File: config.mk
export PLATFORM = sky130hd
export DESIGN_NAME = sram_like_queue_flat
export DESIGN_NICKNAME = d
export VERILOG_FILES = /design/src/rtl/sram_like_queue_if.sv /design/src/rtl/sram_like_queue.sv /design/src/flat_wrapper.sv
export SDC_FILE = /design/constraint.sdc
export NUM_CORES = 1
export LEC_CHECK = 0
export ABC_AREA = 1
export CELL_PAD_IN_SITES_DETAIL_PLACEMENT = 1
export CELL_PAD_IN_SITES_GLOBAL_PLACEMENT = 1
export CORE_ASPECT_RATIO = 1.4
export CORE_UTILIZATION = 21
export CTS_CLUSTER_SIZE = 8
export DETAILED_ROUTE_END_ITERATION = 7
export PLACE_DENSITY_LB_ADDON = 0.1
export SYNTH_ARGS = -nofsm -noshare
export SYNTH_HDL_FRONTEND = slang
export SYNTH_SLANG_ARGS = --single-unit
File: constraint.sdc
create_clock -name clk -period 2.3 [get_ports clk]
set_input_delay 0.69 -clock clk [delete_from_list [all_inputs] [get_ports clk]]
set_output_delay 0.69 -clock clk [all_outputs]
set_load 0.01 [all_outputs]
File: src/rtl/sram_like_queue_if.sv
// SRAM-like inst/data port: one request channel (req/addr_ok) and one response channel (data_ok/rdata).
// The master drives request fields; the slave answers with addr_ok and data_ok/rdata.
interface sram_like_queue_if #(
  parameter int ADDR_W = 32,
  parameter int DATA_W = 32
);
  logic              req;
  logic              wr;
  logic [1:0]        size;
  logic [ADDR_W-1:0] addr;
  logic [DATA_W-1:0] wdata;
  logic              addr_ok;
  logic              data_ok;
  logic [DATA_W-1:0] rdata;

  modport master (
    output req, wr, size, addr, wdata,
    input  addr_ok, data_ok, rdata
  );

  modport slave (
    input  req, wr, size, addr, wdata,
    output addr_ok, data_ok, rdata
  );
endinterface

File: src/rtl/sram_like_queue.sv
// Multi-outstanding SRAM-like master front end: tracks in-flight transactions in issue
// order, returns live responses to the pipeline stage and drops those killed by a flush.
module sram_like_queue #(
  parameter int ADDR_W = 32,
  parameter int DATA_W = 32,
  parameter int DEPTH  = 4
) (
  input  logic              clk,
  input  logic              resetn,
  input  logic              cpu_req,
  input  logic              cpu_wr,
  input  logic [1:0]        cpu_size,
  input  logic [ADDR_W-1:0] cpu_addr,
  input  logic [DATA_W-1:0] cpu_wdata,
  output logic              cpu_ready,
  input  logic              cpu_flush,
  output logic              cpu_resp,
  output logic              cpu_resp_wr,
  output logic [DATA_W-1:0] cpu_rdata,
  output logic              busy,
  output logic              proto_err,
  sram_like_queue_if.master bus
);
  localparam int PTR_W = $clog2(DEPTH);
  localparam int CNT_W = PTR_W + 1;

  // Handshake: a request transfers on a cycle where req && addr_ok; a response
  // transfers on every cycle data_ok is high (no back-pressure on responses).
  logic [CNT_W-1:0] count;
  logic [PTR_W-1:0] head;
  logic [PTR_W-1:0] tail;
  logic [DEPTH-1:0] killed_q;
  logic [DEPTH-1:0] wr_q;

  logic full;
  logic accept;
  logic pop;
  logic head_live;

  assign full      = (count == CNT_W'(DEPTH));
  assign bus.req   = cpu_req & ~full & ~cpu_flush;
  assign bus.wr    = cpu_wr;
  assign bus.size  = cpu_size;
  assign bus.addr  = cpu_addr;
  assign bus.wdata = cpu_wdata;
  assign accept    = bus.req & bus.addr_ok;
  assign cpu_ready = accept;
  assign pop       = bus.data_ok & (count != '0);
  // A flush in the same cycle as the pop also kills the head.
  assign head_live = ~killed_q[head] & ~cpu_flush;
  assign busy      = (count != '0);

  always_ff @(posedge clk) begin
    if (!resetn) begin
      count       <= '0;
      head        <= '0;
      tail        <= '0;
      killed_q    <= '0;
      wr_q        <= '0;
      cpu_resp    <= 1'b0;
      cpu_resp_wr <= 1'b0;
      cpu_rdata   <= '0;
      proto_err   <= 1'b0;
    end else begin
      case ({accept, pop})
        2'b10:   count <= count + CNT_W'(1);
        2'b01:   count <= count - CNT_W'(1);
        default: count <= count;
      endcase
      if (accept) tail <= tail + PTR_W'(1);
      if (pop)    head <= head + PTR_W'(1);
      // Free slots may be marked killed too; a push always clears its own slot,
      // and no push can happen in a flush cycle.
      if (cpu_flush) killed_q <= '1;
      if (accept) begin
        killed_q[tail] <= 1'b0;
        wr_q[tail]     <= cpu_wr;
      end
      cpu_resp    <= pop & head_live;
      cpu_resp_wr <= pop & head_live & wr_q[head];
      if (pop && head_live && !wr_q[head]) cpu_rdata <= bus.rdata;
      if (bus.data_ok && count == '0) proto_err <= 1'b1;
    end
  end
endmodule
File: src/flat_wrapper.sv
// flat-port wrapper written by rule: the top's interface ports become plain ports
module sram_like_queue_flat 
#(
  parameter int ADDR_W = 32,
  parameter int DATA_W = 32,
  parameter int DEPTH  = 4
)
  (clk, resetn, cpu_req, cpu_wr, cpu_size, cpu_addr, cpu_wdata, cpu_ready, cpu_flush, cpu_resp, cpu_resp_wr, cpu_rdata, busy, proto_err, bus_req, bus_wr, bus_size, bus_addr, bus_wdata, bus_addr_ok, bus_data_ok, bus_rdata);
  sram_like_queue_if #(.ADDR_W(ADDR_W), .DATA_W(DATA_W)) bus_i ();
  input  logic clk;
  input  logic resetn;
  input  logic cpu_req;
  input  logic cpu_wr;
  input  logic [1:0] cpu_size;
  input  logic [ADDR_W-1:0] cpu_addr;
  input  logic [DATA_W-1:0] cpu_wdata;
  output logic cpu_ready;
  input  logic cpu_flush;
  output logic cpu_resp;
  output logic cpu_resp_wr;
  output logic [DATA_W-1:0] cpu_rdata;
  output logic busy;
  output logic proto_err;
  output wire logic [$bits(bus_i.req)-1:0] bus_req;
  output wire logic [$bits(bus_i.wr)-1:0] bus_wr;
  output wire logic [$bits(bus_i.size)-1:0] bus_size;
  output wire logic [$bits(bus_i.addr)-1:0] bus_addr;
  output wire logic [$bits(bus_i.wdata)-1:0] bus_wdata;
  input wire logic [$bits(bus_i.addr_ok)-1:0] bus_addr_ok;
  input wire logic [$bits(bus_i.data_ok)-1:0] bus_data_ok;
  input wire logic [$bits(bus_i.rdata)-1:0] bus_rdata;
  assign bus_req = bus_i.req;
  assign bus_wr = bus_i.wr;
  assign bus_size = bus_i.size;
  assign bus_addr = bus_i.addr;
  assign bus_wdata = bus_i.wdata;
  assign bus_i.addr_ok = bus_addr_ok;
  assign bus_i.data_ok = bus_data_ok;
  assign bus_i.rdata = bus_rdata;
  sram_like_queue #(.ADDR_W(ADDR_W), .DATA_W(DATA_W), .DEPTH(DEPTH)) u_core (.clk(clk), .resetn(resetn), .cpu_req(cpu_req), .cpu_wr(cpu_wr), .cpu_size(cpu_size), .cpu_addr(cpu_addr), .cpu_wdata(cpu_wdata), .cpu_ready(cpu_ready), .cpu_flush(cpu_flush), .cpu_resp(cpu_resp), .cpu_resp_wr(cpu_resp_wr), .cpu_rdata(cpu_rdata), .busy(busy), .proto_err(proto_err), .bus(bus_i));
endmodule
==> results of run 1 <==
## worst reg2reg max path: stages, from the launching register on
cell and delay [ps]:
sky130_fd_sc_hd__dfxtp_1 340, sky130_fd_sc_hd__nor2_1 170, sky130_fd_sc_hd__nand2_1 110, sky130_fd_sc_hd__nand3_2 110, sky130_fd_sc_hd__buf_4 140, sky130_fd_sc_hd__ha_1 140
sky130_fd_sc_hd__inv_1 60, sky130_fd_sc_hd__fa_2 350, sky130_fd_sc_hd__a21oi_1 140, sky130_fd_sc_hd__o21ai_1 100, sky130_fd_sc_hd__o21ai_1 120, sky130_fd_sc_hd__a21oi_1 50
## cells in the final DEF, fill, tap and decap left out, drive strengths merged, types with 3 or more instances in the layout
cell type,count
dfxtp,50
a21oi,13
nor2,69
nand3,11
clkbuf,7
dlygate4sd2,3
clkdlybuf4s50,71
nand2,89
o21ai,7
ha,5
o211ai,4
inv,50
buf,14
## sequential cells by signal, indices dropped and copies added (netlist names)
name                count
u_core.cpu_resp         1
u_core.proto_err        1
u_core.count            3
u_core.tail             2
u_core.cpu_rdata       32
u_core.wr_q             4
u_core.killed_q         4
u_core.cpu_resp_wr      1
u_core.head             2
## area by class of cell
class                           instances  area [um2]
Clock buffer                            7       142.6
Clock inverter                          1       5.005
Fill cell                            1493        9015
Timing Repair Buffer                   89       874.6
Sequential cell                        50        1001
Multi-Input combinational cell        200       898.4
Tap cell                              150       187.7
Inverter                               50       187.7
## report_power, final
group	leakage [nW]	internal (mW)	switching [mW]
clock network	0.0739	0.433	0.331
registers	0.408	0.998	0.0787
logic	1.05	0.450	0.445
total	1.53	1.88	0.855
## timing repair
| action | 4_1_cts | 5_1_grt |
|---|---|---|
| pin swaps | 1 | 1 |
| resized for setup | 9 | 4 |
| setup buffers | 0 | 0 |
| endpoints found under the setup margin | 4 | 4 |
## stage by stage
step | cells | TNS [ps]
6_report | 547 | 0
5_1_grt | 547 | 0
4_1_cts | 547 | -108.1
3_5_place_dp | 539 | -1838
3_3_place_gp | 539 | -1654
2_1_floorplan | 378 | 0
## kinds of logic (layout without fill, tap and decap cells)
group,Yosys count,in the layout,synth area share
AO/OA/AOI/OAI,24,24,0.04903
flip-flops,50,50,0.3772
AND/OR/NAND/NOR,170,170,0.2546
buffers and inverters,128,147,0.2881
adder cells (fa/ha/maj),6,6,0.03112
## routing by layer
layer | up-vias | wire length [um] | global-route usage
met4 | 0 | 367 | 0.07297
met1 | 962 | 2741 | 0.1125
li1 | 1085 | - | -
met5 | - | 0 | 0
met2 | 72 | 3376 | 0.1921
met3 | 38 | 430 | 0.03106
## worst paths after layout
kind / startpoint / cells after the start / slack (ps) / to
max reg2reg: u_core.count[0]$_SDFFE_PN0P_ / 11 / 370 / u_core.count[2]$_SDFFE_PN0P_
max: u_core.count[0]$_SDFFE_PN0P_ / 4 / 100 / busy
min reg2reg: u_core.proto_err$_SDFFE_PN0P_ / 2 / 470 / u_core.proto_err$_SDFFE_PN0P_
min: u_core.proto_err$_SDFFE_PN0P_ / 2 / 470 / u_core.proto_err$_SDFFE_PN0P_
==> results by group, run 1 <==
Status
  • Outcome: completed

Clock network
  • H-Tree Level Count: 2
  • CTS clock-pin slew for the worst setup and hold paths: 70 ps
  • Worst-case clock buffer depth: 2
  • Clk Latency, worst-skew pair: 290 ps
  • CTS Root Buffer Type: sky130_fd_sc_hd__clkbuf_16
  • TritonCTS buffer count: 5
  • Clock net sink count: 50
  • CTS tree: yes
  • Cts hold-fix bufs: 0

Routing
  • Vias per cell: 3.943
  • Detail Route Antenna Nets: 0
  • Number of remaining DRC errors: 0
  • Post-Route WL: just under 7 mm
  • Wirelength per Cell: roughly 13 um
  • Starting DRC count in detailed routing: 40
  • First-pass iteration count of the detailed router: 3
  • Routed via count: 2157

Global route
  • Antenna violations before repair: 0
  • Gr ovfl total: 0
  • Global-route wire length before repair: 11.25 mm
  • Global-route usage over all layers: 0.1091
  • Largest net degree at the start of global routing: 33
  • Via count of the first global-routing pass: ~2300

Synthesis
  • Sequential fraction of the synthesis area: 0.3772
  • Ranking of synthesized cells by instance count: sky130_fd_sc_hd__nand2_1, sky130_fd_sc_hd__buf_4, sky130_fd_sc_hd__nor2_1, sky130_fd_sc_hd__dfxtp_1, sky130_fd_sc_hd__inv_1
  • Synth top area cells: sky130_fd_sc_hd__dfxtp_1, sky130_fd_sc_hd__buf_4, sky130_fd_sc_hd__nand2_1, sky130_fd_sc_hd__nor2_1, sky130_fd_sc_hd__inv_1
  • Number of distinct library cells after synthesis: 19
  • Library cell with the largest summed area after synthesis: sky130_fd_sc_hd__dfxtp_1
  • Most common cell in the netlist: sky130_fd_sc_hd__nand2_1
  • Count of mapped cells out of synthesis: 378
  • Avg Inst Size Synth: approximately 7 um2
  • Area of the mapped netlist: 2654 um2
  • Share of synthesized flip-flops with an asynchronous set or reset: 0
  • Primary FF master, synth: sky130_fd_sc_hd__dfxtp_1
  • Synthesis-stage register bit count: 50
  • Portion of synthesized cell area occupied by the leading cell type: 0.3772
  • Number of warning messages in the yosys log: 0
  • Post-synth EDFFs: 0
  • Syn_nets: 489

Min path
  • Hold Path Class: register to register

Setup path
  • Startpoint type of the worst setup path: register
  • Element type at the critical path end: output pin
  • Data arrival at the endpoint of the critical path: 1510 ps
  • Family of cells with the greatest summed delay on the critical path: buffers and inverters
  • Category of the critical setup timing path: register to output pin
  • Crit path buf inv count: 2
  • Required time of the critical path: 1610 ps
  • Cells traversed along the worst timing path: nor2_1 -> buf_4 -> nand2_2 -> clkdlybuf4s50_1
  • Crit Path Max Fanout: 4
  • Slowest cell on the critical path: sky130_fd_sc_hd__clkdlybuf4s50_1
  • Crit path largest cell delay: 540 ps

Place
  • Final GP Congestion: between 0.6 and 0.7
  • Pre-CTS WS: -527.9 ps
  • Area after detailed placement: 3146 um2
  • Detailed-placement wirelength estimate: 5.257 mm
  • # port buffers: 77

Pwr
  • Max IR drop VDD: between 0.3 and 0.4 mV
  • Power Dens Cells: just over 800 nW/um2
  • Total power consumption of the routed design: between 2 and 3 mW
  • Leakage power of the design: around 1.5 nW

Timing
  • Final count of negative-setup-slack endpoints: 0
  • Tightest slew margin relative to the limit: 0.7993
  • Max Fclk: about 0.45 GHz
  • Hold Worst Slack: 467.9 ps
  • Post-layout minimum cycle time: 2204 ps
  • Unrepaired setup endpoints after global routing: no
  • Crit share post-route: 0.9582
  • Fin. max-slew vios: 0
  • Tightest Pin Transition: 301.1 ps
  • Worst path setup slack after routing: roughly 96 ps
  • Number of hold-slack violations in the final timing report: 0
  • Largest clock skew in the final design: 6.145 ps

Flow run
  • Number of max-capacitance violations reported: 0

Floorplan
  • X dimension of the die: 97.01 um
  • Total die area: 13100 um2
  • Core region area: 12310 um2
  • Std cell rows: 48
  • Starting Density: 0.2155
  • Top-level I/O count: 210
  • Die height: 135.0 um

Layout
  • Number of nets in the layout: about 510
  • Final standard cell area without fillers: 3297 um2
  • Layout cell share with drive strength beyond 1: 0.07809
  • Number of antenna cells inserted: 0
  • Layout area overhead: 24.23%
  • Layout Utilization: 0.2678
(Power assumes the default switching activity.)
==> run 2: changes to the inputs <==
- CORE_MARGIN: unset -> 3
- CORE_UTILIZATION: 21 -> 22
- CTS_BUF_LIST: unset -> sky130_fd_sc_hd__clkbuf_2 sky130_fd_sc_hd__clkbuf_4 sky130_fd_sc_hd__clkbuf_8
- GPL_TIMING_DRIVEN: unset -> 0
==> run 2 against run 1 <==
  * Clock power down 18%
  * Clock skew up 3.5 ps
  * Non-clock buffer count up 132
  * Register-to-register slack worse by 110 ps
  * Worst hold slack worse by 6.1 ps
  * Core utilization up 11 points
  * Fmax down 1.6%
  * Sequential share of layout area down 7.6 points
  * Final area up 33%
  * Via count up 24%
==> results by group, run 2 (same netlist as run 1, synthesis figures left out) <==
Global route
  • Antenna violations before repair: 0 (unchanged)
  • Global-route wire length before repair: 13.19 mm (was 11.25 mm)
  • Via count of the first global-routing pass: 2770 (was 2256)
  • Global-route usage over all layers: 0.1219 (was 0.1091)
  • Largest net degree at the start of global routing: 16 (was 33)
  • Gr ovfl total: 0 (unchanged)

Layout
  • Largest registers in the final layout: u_core.cpu_rdata x32, u_core.killed_q x4, u_core.wr_q x4 (unchanged)
  • Layout area overhead: 65.54% (was 24.23%)
  • Commonest cells after routing, fill and taps aside: sky130_fd_sc_hd__clkdlybuf4s50_1, sky130_fd_sc_hd__nand2_1, sky130_fd_sc_hd__buf_4 (was sky130_fd_sc_hd__nand2_1, sky130_fd_sc_hd__clkdlybuf4s50_1, sky130_fd_sc_hd__nor2_1)
  • Reg with most FFs: u_core.cpu_rdata (unchanged)
  • Number of nets in the layout: 639 (was 507)
  • Flip-flop count of the largest register, all copies and words added: 32 (unchanged)
  • Leading cell type in the layout, fill and taps excluded: sky130_fd_sc_hd__clkdlybuf4s50_1 (was sky130_fd_sc_hd__nand2_1)
  • Number of antenna cells inserted: 0 (unchanged)
  • Final standard cell area without fillers: 4393 um2 (was 3297 um2)
  • Layout cell share with drive strength beyond 1: 0.1853 (was 0.07809)

Pwr
  • Clock share of power: 0.224 (was 0.279)
  • Total power consumption of the routed design: 2.802 mW (was 2.736 mW)
  • Max IR drop VDD: 0.2336 mV (was 0.3852 mV)
  • Switching power: 0.9018 mW (was 0.8552 mW)
  • Power share of the sequential group: 0.383 (was 0.394)
  • Power Dens Cells: 637.8 nW/um2 (was 830.0 nW/um2)
  • Internal power: 1.900 mW (was 1.881 mW)
  • Switch share: 0.3219 (was 0.3125)
  • Gate power share: 0.392 (was 0.327)
  • Leakage power of the design: 2.067 nW (was 1.527 nW)

Timing
  • Largest clock skew in the final design: 9.641 ps (was 6.145 ps)
  • Number of hold-slack violations in the final timing report: 0 (unchanged)
  • Final TNS setup: 0 ps (unchanged)
  • Worst path setup slack after routing: 61.24 ps (was 96.25 ps)
  • Crit share post-route: 0.9734 (was 0.9582)
  • Tightest Pin Transition: 506.5 ps (was 301.1 ps)
  • Fin. max-slew vios: 0 (unchanged)
  • Post-layout minimum cycle time: 2239 ps (was 2204 ps)
  • Tightest slew margin relative to the limit: 0.6623 (was 0.7993)
  • Unrepaired setup endpoints after global routing: no (unchanged)
  • Final count of negative-setup-slack endpoints: 0 (unchanged)
  • Max Fclk: 0.4467 GHz (was 0.4538 GHz)

Clock network
  • Worst-case clock buffer depth: 2 (unchanged)
  • CTS clock-pin slew for the worst setup and hold paths: 90 ps (was 70 ps)
  • Clock net sink count: 50 (unchanged)
  • CTS tree: yes (unchanged)
  • Cts hold-fix bufs: 0 (unchanged)
  • Clk Latency, worst-skew pair: 310 ps (was 290 ps)
  • TritonCTS buffer count: 5 (unchanged)
  • CTS Root Buffer Type: sky130_fd_sc_hd__clkbuf_8 (was sky130_fd_sc_hd__clkbuf_16)
  • H-Tree Level Count: 2 (unchanged)

Routing
  • Wirelength per Cell: 12.64 um (about the same)
  • Post-Route WL: 8.510 mm (was 6.915 mm)
  • Detail Route Antenna Nets: 0 (unchanged)
  • Routed via count: 2664 (was 2157)
  • Vias per cell: 3.958 (was 3.943)
  • Starting DRC count in detailed routing: 29 (was 40)
  • First-pass iteration count of the detailed router: 4 (was 3)
  • Number of remaining DRC errors: 0 (unchanged)

Setup path
  • Crit path buf inv count: 3 (was 2)
  • Required time of the critical path: 1610 ps (about the same)
  • Startpoint type of the worst setup path: input pin (was register)
  • Family of cells with the greatest summed delay on the critical path: buffers and inverters (unchanged)
  • Data arrival at the endpoint of the critical path: 1550 ps (was 1510 ps)
  • Cells traversed along the worst timing path: clkdlybuf4s15_2 -> buf_4 -> clkdlybuf4s50_1 (was nor2_1 -> buf_4 -> nand2_2 -> clkdlybuf4s50_1)
  • Category of the critical setup timing path: input pin to output pin (was register to output pin)
  • Slowest cell on the critical path: sky130_fd_sc_hd__clkdlybuf4s50_1 (unchanged)
  • Crit Path Max Fanout: 5 (was 4)
  • Crit path largest cell delay: 520 ps (was 540 ps)
  • Element type at the critical path end: output pin (unchanged)

Min path
  • Hold Path Class: register to register (unchanged)

Floorplan
  • Die height: 136.0 um (was 135.0 um)
  • Std cell rows: 46 (was 48)
  • Core region area: 11570 um2 (was 12310 um2)
  • X dimension of the die: 98.83 um (was 97.01 um)
  • Total die area: 13440 um2 (was 13100 um2)
  • Starting Density: 0.2294 (was 0.2155)
  • Top-level I/O count: 210 (unchanged)

Place
  • Detailed-placement wirelength estimate: 7.045 mm (was 5.257 mm)
  • # port buffers: 142 (was 77)
  • Pre-CTS WS: -881.5 ps (was -527.9 ps)
  • Area after detailed placement: 4255 um2 (was 3146 um2)
  • Final GP Congestion: 0.7549 (was 0.6875)

Status
  • Outcome: completed (unchanged)

Flow run
  • Number of max-capacitance violations reported: 0 (unchanged)
==> run 2: cell count changes in the layout (fill, tap and decap cells not counted), sizes merged <==
cell	previous run	this run
clkdlybuf4s50	71	136
clkinv	1	2
bufinv	0	1
buf	14	78
clkdlybuf4s15	0	1
clkbuf	7	8
dlygate4sd2	3	2
==> run 2: worst paths after layout <==
| path | startpoint | end | slack (ps) | cells past startpoint |
|---|---|---|---|---|
| hold reg to reg | u_core.proto_err$_SDFFE_PN0P_ | u_core.proto_err$_SDFFE_PN0P_ | 460 | 2 |
| setup / recovery | cpu_wr | bus_wr | 60 | 3 |
| hold / removal | u_core.proto_err$_SDFFE_PN0P_ | u_core.proto_err$_SDFFE_PN0P_ | 460 | 2 |
| setup reg to reg | u_core.count[0]$_SDFFE_PN0P_ | u_core.count[2]$_SDFFE_PN0P_ | 260 | 11 |
==> run 2: worst min-delay path, delay by kind of cell, from the launching register on <==
family,cells,cell delay [ps]
AOI/OAI and AO/OA,1,50
buffers and inverters,1,50
DFF,1,320
==> run 2: what timing repair did <==
action,4_1_cts,5_1_grt
setup endpoints to repair,5,2
resized for setup,16,6
buffers inserted,1,0
pin swaps,1,2
==> run 2: power by group through the flow <==
stage	Combinational (mW)	Sequential, mW	Clock [mW]
after floorplan	0.534	1.13	0
after global placement	1.09	1.09	0
after detailed placement	1.12	1.09	0
after CTS	1.12	1.08	0.666
after global routing	1.22	1.09	0.705
final	1.10	1.07	0.629
==> run 2: layout make-up <==
cell class / count / area [um2]
Tap cell: 144 / 180.2
Timing Repair Buffer: 143 / 1430
Multi-Input combinational cell: 200 / 905.9
Fill cell: 1443 / 7176
Clock inverter: 3 / 40.04
Inverter: 50 / 190.2
Buffer: 78 / 576.8
Clock buffer: 5 / 68.82
Sequential cell: 50 / 1001
==> run 2: layer usage <==
| layer | vias up | GRT usage | wire length (um) | part of all wire |
|---|---|---|---|---|
| li1 | 1356 | - | - | - |
| met1 | 1190 | 0.1293 | 3013 | 0.35 |
| met2 | 112 | 0.2365 | 4778 | 0.56 |
| met3 | 6 | 0.02618 | 616 | 0.072 |
| met4 | 0 | 0.03645 | 102 | 0.012 |
| met5 | - | 0 | 0 | 0 |
==> run 2: stage by stage <==
| step | utilization | std cells | hold slack (ps) |
|---|---|---|---|
| floorplan | - | 378 | 439.2 |
| global route | 0.3797 | 673 | 488.3 |
| global placement | 0.3678 | 664 | 453.8 |
| CTS | 0.3787 | 673 | 469.6 |
| finish | 0.3797 | 673 | 461.8 |
| detailed placement | 0.3678 | 664 | 454.9 |
==> run 3: changes to the inputs <==
--- a/constraint.sdc
+++ b/constraint.sdc
@@ -3,2 +3,2 @@
 set_output_delay 0.69 -clock clk [all_outputs]
-set_load 0.01 [all_outputs]
+set_load 0.05 [all_outputs]
==> run 3 against run 2 <==
  * Routed wire length rose by 0.24%
  * Largest power group unchanged
  * Core utilization is 0.076 points lower
  * Worst hold slack about the same
  * Critical endpoint is now bus_addr[16]
  * Via count did not move
  * Sequential cell count did not move
  * Sequential power barely moved
  * Global-route usage is essentially flat
  * Fmax fell by 1.1%
==> results by group, run 3 (same netlist as run 1, synthesis figures left out) <==
Global route
  • Global-route wire length before repair: 13.21 mm (was 13.19 mm)
  • Largest net degree at the start of global routing: 16 (unchanged)
  • Global-route usage over all layers: 0.1220 (was 0.1219)
  • Via count of the first global-routing pass: 2765 (was 2770)
  • Antenna violations before repair: 0 (unchanged)
  • Gr ovfl total: 0 (unchanged)

Floorplan
  • X dimension of the die: 98.83 um (unchanged)
  • Std cell rows: 46 (unchanged)
  • Total die area: 13440 um2 (unchanged)
  • Starting Density: 0.2294 (unchanged)
  • Die height: 136.0 um (unchanged)
  • Top-level I/O count: 210 (unchanged)
  • Core region area: 11570 um2 (unchanged)

Routing
  • Starting DRC count in detailed routing: 30 (was 29)
  • Routed via count: 2664 (unchanged)
  • Vias per cell: 3.953 (was 3.958)
  • Number of remaining DRC errors: 0 (unchanged)
  • Post-Route WL: 8.530 mm (was 8.510 mm)
  • Detail Route Antenna Nets: 0 (unchanged)
  • Wirelength per Cell: 12.66 um (was 12.64 um)
  • First-pass iteration count of the detailed router: 4 (unchanged)

Timing
  • Worst path setup slack after routing: 35.89 ps (was 61.24 ps)
  • Hold Worst Slack: 461.8 ps (about the same)
  • Unrepaired setup endpoints after global routing: yes (was no)
  • Tightest Pin Transition: 547.6 ps (was 506.5 ps)
  • Number of hold-slack violations in the final timing report: 0 (unchanged)
  • Max Fclk: 0.4417 GHz (was 0.4467 GHz)
  • Largest clock skew in the final design: 9.594 ps (was 9.641 ps)
  • Crit share post-route: 0.9844 (was 0.9734)
  • Post-layout minimum cycle time: 2264 ps (was 2239 ps)
  • Fin. max-slew vios: 0 (unchanged)
  • Tightest slew margin relative to the limit: 0.6338 (was 0.6623)
  • Final TNS setup: 0 ps (unchanged)
  • Final count of negative-setup-slack endpoints: 0 (unchanged)

Setup path
  • Family of cells with the greatest summed delay on the critical path: buffers and inverters (unchanged)
  • Category of the critical setup timing path: input pin to output pin (unchanged)
  • Crit path buf inv count: 2 (was 3)
  • Required time of the critical path: 1610 ps (about the same)
  • Slowest cell on the critical path: sky130_fd_sc_hd__clkdlybuf4s50_1 (unchanged)
  • Crit Path Max Fanout: 1 (was 5)
  • Terminus of the critical flop-to-flop path: u_core.count[2]$_SDFFE_PN0P_ (unchanged)
  • Number of cells on the worst reg-to-reg path: 11 (unchanged)
  • RR Startpoint: u_core.count[0]$_SDFFE_PN0P_ (unchanged)
  • Worst R2R Setup Slack: 200 ps (was 260 ps)
  • Data arrival at the endpoint of the critical path: 1570 ps (was 1550 ps)
  • Crit path largest cell delay: 810 ps (was 520 ps)
  • Cells traversed along the worst timing path: buf_4 -> clkdlybuf4s50_1 (was clkdlybuf4s15_2 -> buf_4 -> clkdlybuf4s50_1)
  • Startpoint type of the worst setup path: input pin (unchanged)
  • Element type at the critical path end: output pin (unchanged)

Min path
  • Hold Path Class: register to register (unchanged)
  • Startpoint of the tightest hold check path: u_core.proto_err$_SDFFE_PN0P_ (unchanged)
  • Worst min-delay path endpoint: u_core.proto_err$_SDFFE_PN0P_ (unchanged)
  • Hold Path Depth: 2 (unchanged)

Pwr
  • Power Dens Cells: 755.3 nW/um2 (was 637.8 nW/um2)
  • Total power consumption of the routed design: 3.312 mW (was 2.802 mW)
  • Leakage power of the design: 2.081 nW (was 2.067 nW)
  • Max IR drop VDD: 0.3683 mV (was 0.2336 mV)

Status
  • Outcome: completed (unchanged)

Place
  • # port buffers: 142 (unchanged)
  • Cell Count Post-Placement: 664 (unchanged)
  • Final GP Congestion: 0.7549 (unchanged)
  • Detailed-placement wirelength estimate: 7.045 mm (unchanged)
  • Area after detailed placement: 4255 um2 (unchanged)
  • Pre-CTS WS: -1149 ps (was -881.5 ps)

Layout
  • Layout cell share with drive strength beyond 1: 0.1868 (was 0.1853)
  • Layout Utilization: 0.3790 (was 0.3797)
  • Number of nets in the layout: 640 (was 639)
  • Total area of sequential cells: 1001 um2 (unchanged)
  • Combined area of the multi-input logic cells: 895.9 um2 (was 905.9 um2)
  • Commonest cells after routing, fill and taps aside: sky130_fd_sc_hd__clkdlybuf4s50_1, sky130_fd_sc_hd__nand2_1, sky130_fd_sc_hd__buf_4 (unchanged)
  • Layout area overhead: 65.20% (was 65.54%)
  • Post-layout instance count excluding filler cells: 674 (was 673)
  • Largest registers in the final layout: u_core.cpu_rdata x32, u_core.killed_q x4, u_core.wr_q x4 (unchanged)
  • Number of antenna cells inserted: 0 (unchanged)
  • Final standard cell area without fillers: 4384 um2 (was 4393 um2)
  • Leading cell type in the layout, fill and taps excluded: sky130_fd_sc_hd__clkdlybuf4s50_1 (unchanged)
  • # fillers: 1443 (unchanged)
  • Flip-flop count of the largest register, all copies and words added: 32 (unchanged)
  • Reg with most FFs: u_core.cpu_rdata (unchanged)

Clock network
  • Worst-case clock buffer depth: 2 (unchanged)
  • Clk Latency, worst-skew pair: 310 ps (about the same)
  • CTS Root Buffer Type: sky130_fd_sc_hd__clkbuf_8 (unchanged)
  • H-Tree Level Count: 2 (unchanged)
  • Clock net sink count: 50 (unchanged)
  • Cts hold-fix bufs: 0 (unchanged)
  • CTS tree: yes (unchanged)
  • TritonCTS buffer count: 5 (unchanged)
  • CTS clock-pin slew for the worst setup and hold paths: 90 ps (about the same)

Flow run
  • Number of max-capacitance violations reported: 0 (unchanged)
-- run 3: tightest hold or removal path: stages, from the launching register on --
cell and delay (ps):
sky130_fd_sc_hd__dfxtp_1 320, sky130_fd_sc_hd__inv_1 50, sky130_fd_sc_hd__a21oi_1 50
-- run 3: per-layer routing --
metal | routed length, um | GRT usage | share of wire
met5 | 0 | 0 | 0
met4 | 102 | 0.03645 | 0.012
met3 | 621 | 0.02618 | 0.073
met2 | 4784 | 0.2373 | 0.56
met1 | 3022 | 0.1290 | 0.35
-- run 3: final cells by class --
class | count | area share
multi-input cells | 200 | 0.2043
clock buffers | 5 | 0.01570
flip-flops and latches | 50 | 0.2283
repair buffers | 144 | 0.3265
plain buffers | 78 | 0.1316
clock inverters | 3 | 0.009132
inverters | 50 | 0.04338
well taps | 144 | 0.04110
-- run 3: what timing repair did --
action	4_1_cts	5_1_grt
setup endpoints to repair	6	2
pin swaps	1	1
resized for setup	27	4
buffers inserted	2	0
-- run 3: worst max-delay path by stage --
stage,slack (ps),start,to,cells after the start
6_report,40,cpu_addr[16],bus_addr[16],2
5_1_grt,-20,bus_addr_ok,u_core.count[2]$_SDFFE_PN0P_,10
4_1_cts,20,cpu_addr[16],bus_addr[16],2
3_5_place_dp,-1150,cpu_flush,cpu_ready,5
3_3_place_gp,-1130,cpu_flush,cpu_ready,5
2_1_floorplan,240,cpu_req,bus_req,2
-- run 3: report_power, final --
part	internal, mW	total, mW	leakage (nW)	switching (mW)
clock network	0.321	0.628	0.0579	0.307
logic	0.569	1.61	1.62	1.04
registers	0.997	1.07	0.408	0.0742
total	1.89	3.31	2.08	1.42
